<file path="src/rtl/fetch_pkg.sv">
// fetch_pkg: sequencer state type and default geometry shared by the fetch controller.
`default_nettype none

package fetch_pkg;

   localparam int PC_W_DEF       = 10;
   localparam int START_ADDR_DEF = 0;

   typedef enum logic [1:0] {
      ST_IDLE = 2'd0,
      ST_RUN  = 2'd1,
      ST_DONE = 2'd2
   } state_t;

endpackage

`default_nettype wire

</file>
<file path="src/rtl/pc_next.sv">
// pc_next: combinational next-PC selection (Halt > Stall > BranchAbs > BranchRel > PC+1).
`default_nettype none

module pc_next #(
   parameter int PC_W = 10
) (
   input  logic            halt,
   input  logic            stall,
   input  logic            branch_abs,
   input  logic            branch_rel,
   input  logic [PC_W-1:0] pc,
   input  logic [PC_W-1:0] target,
   input  logic [7:0]      offset,
   output logic [PC_W-1:0] next_pc
);

   localparam logic [PC_W-1:0] PC_ONE = {{(PC_W-1){1'b0}}, 1'b1};

   // Sign-extend into a word wider than the PC, then keep the low PC_W bits
   // so the addition wraps modulo 2^PC_W for any PC_W.
   logic [PC_W+7:0] offset_wide;
   assign offset_wide = {{PC_W{offset[7]}}, offset};

   always_comb begin
      next_pc = pc + PC_ONE;
      if (halt || stall)
         next_pc = pc;
      else if (branch_abs)
         next_pc = target;
      else if (branch_rel)
         next_pc = pc + offset_wide[PC_W-1:0];
   end

endmodule

`default_nettype wire

</file>
<file path="src/rtl/fetch_ctrl.sv">
// fetch_ctrl: IDLE/RUN/DONE program sequencer driving the instruction ROM address.
// Optional RUN-cycle counter enabled by macro FETCH_CYCLE_COUNT_EN.
`default_nettype none

module fetch_ctrl
   import fetch_pkg::*;
#(
   parameter int PC_W       = PC_W_DEF,
   parameter int START_ADDR = START_ADDR_DEF
) (
   input  logic            Clk,
   input  logic            Reset,
   input  logic            Start,
   input  logic            Stall,
   input  logic            Halt,
   input  logic            BranchAbs,
   input  logic            BranchRel,
   input  logic [PC_W-1:0] Target,
   input  logic [7:0]      Offset,
   output logic [PC_W-1:0] ProgCtr,
   output logic            Busy,
   output logic            Done,
   output logic [15:0]     CycleCount
);

   localparam logic [PC_W-1:0] START_PC = START_ADDR[PC_W-1:0];

   state_t          state;
   logic [PC_W-1:0] next_pc;

   pc_next #(
      .PC_W (PC_W)
   ) u_pc_next (
      .halt       (Halt),
      .stall      (Stall),
      .branch_abs (BranchAbs),
      .branch_rel (BranchRel),
      .pc         (ProgCtr),
      .target     (Target),
      .offset     (Offset),
      .next_pc    (next_pc)
   );

   always_ff @(posedge Clk or posedge Reset) begin
      if (Reset) begin
         state   <= ST_IDLE;
         ProgCtr <= START_PC;
      end else begin
         case (state)
            ST_IDLE, ST_DONE: begin
               if (Start) begin
                  state   <= ST_RUN;
                  ProgCtr <= START_PC;
               end
            end
            ST_RUN: begin
               ProgCtr <= next_pc;
               if (Halt)
                  state <= ST_DONE;
            end
            default: begin
               state   <= ST_IDLE;
               ProgCtr <= START_PC;
            end
         endcase
      end
   end

   assign Busy = (state == ST_RUN);
   assign Done = (state == ST_DONE);

`ifdef FETCH_CYCLE_COUNT_EN
   logic [15:0] cycle_cnt;

   // Counts stalled cycles too; saturates rather than wrapping.
   always_ff @(posedge Clk or posedge Reset) begin
      if (Reset)
         cycle_cnt <= 16'd0;
      else if ((state != ST_RUN) && Start)
         cycle_cnt <= 16'd0;
      else if ((state == ST_RUN) && (cycle_cnt != 16'hFFFF))
         cycle_cnt <= cycle_cnt + 16'd1;
   end

   assign CycleCount = cycle_cnt;
`else
   assign CycleCount = 16'd0;
`endif

endmodule

`default_nettype wire

</file>
<file path="config.mk">
export PLATFORM = sky130hd
export DESIGN_NAME = fetch_ctrl
export DESIGN_NICKNAME = d
export VERILOG_FILES = /design/src/rtl/fetch_pkg.sv /design/src/rtl/pc_next.sv /design/src/rtl/fetch_ctrl.sv
export SDC_FILE = /design/constraint.sdc
export NUM_CORES = 1
export LEC_CHECK = 0
export ABC_CLOCK_PERIOD_IN_PS = 2300
export CAP_MARGIN = 20
export CELL_PAD_IN_SITES_DETAIL_PLACEMENT = 1
export CELL_PAD_IN_SITES_GLOBAL_PLACEMENT = 1
export CORE_MARGIN = 1
export CORE_UTILIZATION = 28
export DETAILED_ROUTE_END_ITERATION = 8
export PLACE_DENSITY = 0.81
export SYNTH_ARGS = -nofsm -noshare
export SYNTH_HDL_FRONTEND = slang
export SYNTH_HIERARCHICAL = 1
export SYNTH_SLANG_ARGS = --single-unit
</file>
<file path="constraint.sdc">
create_clock -name Clk -period 2.3 [get_ports Clk]
set_clock_uncertainty 0.1 [all_clocks]
set_input_delay 0.46 -clock Clk [delete_from_list [all_inputs] [get_ports Clk]]
set_output_delay 0.46 -clock Clk [all_outputs]
set_load 0.05 [all_outputs]
</file>
* After elaboration in Yosys (flattened, before gate mapping) *
Index checks and enable logic that the tools add are counted.

cells by class
  multiplexer cells = 8
  reduce and logical (&&, ||, !) cells = 5
  $add $sub $neg = 2
  eq/ne operators = 5

operator list
  operator                                        number
  2-to-1 mux 10 bit                               4
  case mux 10 bit (2 select lines)                1
  adder 10 x 1 -> 10 bit (second input constant)  1
  adder 10 bit                                    1
  inequality test 2 bit (second input constant)   3
  2-to-1 mux 2 bit                                2
  case mux 2 bit (2 select lines)                 1
  AND reduction 2 bit                             2
  == test 2 x 1 -> 1 bit (second input constant)  1
  == test 2 bit (second input constant)           1
  zero test 2 bit                                 1
  OR reduction 2 bit                              1
  logical OR 1 bit                                1

storage, ports and cells
  word-level logic and storage cells = 22
  output and inout port bits = 28
  flip-flop bits (word level) = 12
  input port bits = 25

* Logic depth before layout (Yosys ltp) *
  depth after elaboration = 5
  gate-level depth with buffers = 10
  mapped depth without buffers = 10

* Hierarchy *
The synthesis kept the hierarchy.

by module, submodules not included
  module      area each (um^2)  cells each  times used  seq. area each (um^2)
  fetch_ctrl  669.4             60          1           300.3
  pc_next     663.1             101         1           0.0

* Worst setup path before layout *
Ideal clock, no wire load.

  path type = reg2reg
  from = register ProgCtr[0]
  to = register ProgCtr[8]
  setup slack = -0.394 ns
  arrival time = 2.473 ns
  period minus slack after synthesis = 2.694 ns
  setup time = 0.121 ns
  stages on the path, launching flop included = 10
  buffers on the path = 0
  data required time = 2.079 ns
  cell sequence = dfrtp_1 ha_1 fa_1 a211oi_1 nor3_1 a211oi_1 xor2_1 o21ai_1 o21a_1 a22o_1

on the way
  longest elaborated chain between the ends = 5
  elaborated cells between the ends (all ways) = 6
  classes of those cells = add/sub: 2; mux: 4

ends and longest elaborated chain
  item                                                    RTL line                      text
  start, declared                                         fetch_ctrl.sv:20              output logic [PC_W-1:0] ProgCtr,
  start signal, assigned                                  fetch_ctrl.sv:57              ProgCtr <= next_pc;
  adder 10 x 1 -> 10 bit or adder 10 bit (tied branches)  pc_next.sv:25, pc_next.sv:31
  2-to-1 mux 10 bit (*)                                   pc_next.sv:30                 else if (branch_rel)
  2-to-1 mux 10 bit (*)                                   pc_next.sv:28                 else if (branch_abs)
  2-to-1 mux 10 bit (*)                                   pc_next.sv:26                 if (halt || stall)
  via next_pc[8]                                          fetch_ctrl.sv:29              logic [PC_W-1:0] next_pc;
  case mux 10 bit (2 select lines) (*)                    fetch_ctrl.sv:49              case (state)

The timed path passes the listed nets; every way through them passes the cells marked *. The select of a mux whose other input is x is not followed.
A chain may end at the register's enable or synchronous reset.

* Worst setup path after layout *
  from = input port Offset[0]
  to = register ProgCtr[6]

on the way
  longest elaborated chain between the ends = 5

ends and longest elaborated chain
  item                              RTL line          text
  start, declared                   fetch_ctrl.sv:19  input logic [7:0] Offset,
  adder 10 bit                      pc_next.sv:31     next_pc = pc + offset_wide[PC_W-1:0];
  2-to-1 mux 10 bit                 pc_next.sv:30
  2-to-1 mux 10 bit                 pc_next.sv:28
  2-to-1 mux 10 bit                 pc_next.sv:26
  via next_pc[6]                    fetch_ctrl.sv:29
  case mux 10 bit (2 select lines)  fetch_ctrl.sv:49

The timed path passes the listed nets, and every way through them passes these cells. The select of a mux whose other input is x is not followed.

==> metrics.yaml <==
global_routing:
  grt_pass1_vias: 1359
  grt_util_all_layers_pct: 17.4
  grt_pass1_wl_mm: 6.79
  antenna_found_initial: 0
  grt_max_degree: 15
  overflow: 0
floorplan:
  core_area_um2: 4470
  ios: 53
  die-area_um2: 5040
  row_count: 24
  initial_core_util_pct: 29.8
  die_w_um: 71.0
  die_h_um: 71.0
worst_setup_path:
  rrSetupSlack_ps: -20
  end_kind: "flip-flop"
  cp_data_required_time_ps: 2320
  critPathLaunch: "Offset[0]"
  startpoint_type: "primary input"
  critPathArrivalTime_ps: 2350
  worstPathCellList: "buf_6, nand2b_4, ha_4, fa_2, a211oi_4, o21bai_1, a21oi_1, xor2_1, o21ai_1, o21a_1, a22o_1"
  cpMaxStageDelayCell: "fa_2"
  crit_fanout: 3
  r2r_start: "ProgCtr[0]$_DFFE_PP0P_"
  critical_path_class: "primary input to flip-flop"
  max_stage_delay_ps: 360
clock_tree:
  clockBufferDepth: 2
  cts_root_buf: "clkbuf_8"
  htreeDepth: 1
  cts-buffers-inserted: 3
  cts_tree: "yes"
  cts.sinks: 12
  insertion_delay_ps: 230
  clk_pin_slew_worst_paths_ps: 50
pwr:
  power_w: 0.00125
  p_sw_share_pct: 43.8
  power.density_nw_per_um2: 599
  peakVddDrop_v: 0.000293
  netSwitchingPower_w: 0.000550
  p_int_w: 0.000705
  pwr-share-seq_pct: 24.6
  p_leak_nw: 0.938
  p_comb_share_pct: 60.6
  pwr-share-clk_pct: 14.8
synthesis:
  synth.distinct_cells: 42
  synth.avg_cell_area_um2: 8.28
  yosys_warnings: 6
  synth_seq_area_share_pct: 22.5
  async_flop_share_pct: 100
  synth_edf_count: 0
  synth_area_um2: 1330
  yosys.area.top_type_share_pct: 22.5
  ys_seq_elements: 12
  synthesis.instances: 161
  synth_top_area_cell: "dfrtp_1"
  synth_ff_type: "dfrtp_1"
  synth.area.top_cells: "dfrtp_1, buf_4, ha_1"
cells_and_area:
  syn2layout_area_growth_pct: 57.2
  fillers: 519
  fin_cells: 269
  nNetsFinal: 254
  drive_above_1_share_pct: 34.6
  final_area_um2: 2090
  diodes: 0
routing:
  viasPerCell: 4.96
  first_iter_violations: 55
  antenna_left: 0
  vias: 1333
  drt-total-wl_mm: 4.35
  routedWlPerCell_um: 16.2
  firstDrtPassIters: 6
  remaining_drc_errors: 0
place:
  postPlaceCellArea_um2: 1860
  dp_hpwl_mm: 3.13
  placedCellCount: 263
  place.gp.congestion: 0.886
  io_buffers: 36
timing:
  hold_viol: 0
  period_share_pct: 101
  worst_pin_slew_ps: 499
  min_period_ps: 2330
  setup_viol: 2
  setup-tns-final_ps: -40.3
  rsz0062_at_grt: "yes"
  max_freq_mhz: 430
  setup_slack_ps: -28.1
  drv_slew: 0
  slew_headroom_pct: 66.6
worst_hold_path:
  hold_class: "primary input to async pin"
job:
  maxCapViolCount: 0
outcome:
  violations: "negative setup slack"
  outcome: "finished, violations left"
==> registers in the layout (all words and copies together) (netlist names) <==
name	cells
state	2
ProgCtr	10
==> logic make-up after synthesis <==
family | after synthesis | synth area share, %
compound gates | 51 | 24.2
xor+xnor | 6 | 3.94
fa+ha+maj | 10 | 9.95
buf+inv | 28 | 13.6
flops | 12 | 22.5
mux | 4 | 3.38
other cells | 1 | 0.281
simple gates | 49 | 22.1
==> cell usage in the layout (no fill, tap or decap), types with 4 or more instances in the layout <==
cell             count
nor2_1              10
o21ai_0              5
inv_1                4
nand2b_1             4
conb_1              16
o21ai_1              6
a21oi_1             12
dlygate4sd2_1        4
xor2_1               4
a21o_1               7
clkdlybuf4s50_1     25
a22o_1               4
buf_4               26
nand2_1              5
dfrtp_2              4
nand3b_1             4
dfrtp_1              8
and2_4               7
ha_4                 9
a21oi_2              4
==> worst paths after layout <==
check / end / cells past startpoint
setup / recovery: ProgCtr[6]$_DFFE_PP0P_ / 11
hold / removal: ProgCtr[8]$_DFFE_PP0P_ / 2
setup reg to reg: ProgCtr[6]$_DFFE_PP0P_ / 9
hold reg to reg: ProgCtr[7]$_DFFE_PP0P_ / 1
max in group asynchronous: ProgCtr[3]$_DFFE_PP0P_ / 2
min in group Clk: ProgCtr[7]$_DFFE_PP0P_ / 1
==> cell type report <==
class | instances | area, um2 | share of cell area, %
multi-input cells | 136 | 1110 | 52.9
repair buffers | 62 | 559 | 26.7
flip-flops and latches | 12 | 305 | 14.6
well taps | 52 | 65.1 | 3.11
clock buffers | 3 | 41.3 | 1.97
inverters | 4 | 15.0 | 0.717
==> power groups by stage <==
| stage | clock network (W) | registers (W) | logic [W] |
|---|---|---|---|
| finish | 0.000186 | 0.000308 | 0.000761 |
| global route | 0.000202 | 0.000315 | 0.000810 |
| CTS | 0.000192 | 0.000308 | 0.000731 |
| detailed placement | 0 | 0.000303 | 0.000676 |
| global placement | 0 | 0.000300 | 0.000658 |
| floorplan | 0 | 0.000381 | 0.000367 |
==> synth_stat cells (2+ instances only) <==
cell type  number
o21ai_1         6
o21a_1          2
mux2i_1         3
inv_1           4
a21o_1          7
buf_2           4
nor2_1         10
o21bai_1        2
nor3b_2         3
buf_4          16
or3_1           2
xnor2_1         2
nor3_1          2
o21ai_0         5
nor2b_2         2
ha_1            9
a22o_1          4
a211oi_1        3
dfrtp_1        12
and2_1          7
clkbuf_1        2
nand2b_1        5
a21oi_1        16
nand2_1         7
nand3_1         3
nand3b_1        4
xor2_1          4
==> layer usage <==
| metal | part of all wire, % | track usage, % | wire, um | vias up |
|---|---|---|---|---|
| li1 | - | - | - | 648 |
| met3 | 2.8 | 1.42 | 122 | 4 |
| met2 | 52 | 30.7 | 2240 | 29 |
| met5 | 0 | 0 | 0 | - |
| met4 | 1.0 | 6.89 | 44 | 0 |
| met1 | 45 | 22.1 | 1940 | 652 |
==> through the flow <==
| stage | hold WS [ps] | setup slack [ps] | util, % |
|---|---|---|---|
| 6_report | 449 | -28.1 | 46.8 |
| 5_1_grt | 503 | -111 | 46.8 |
| 4_1_cts | 460 | -63.8 | 45.7 |
| 3_5_place_dp | 445 | -798 | 41.6 |
| 3_3_place_gp | 440 | -707 | 41.6 |
| 2_1_floorplan | 224 | -48.6 | - |
==> worst max-delay path: cells and delay by family <==
family,cells,cell delay [ps]
AO/OA/AOI/OAI,6,940
XOR/XNOR,1,210
buffers and inverters,1,90
adder cells (fa/ha/maj),2,520
AND/OR/NAND/NOR,1,130
==> what timing repair did <==
action	4_1_cts	5_1_grt
gates resized for setup	41	10
cloned	0	0
buffers inserted	2	1
setup endpoints to repair	8	5
pin swaps	29	18
hold buffers	0	0
No activity file was read; power rests on OpenSTA's default activity.
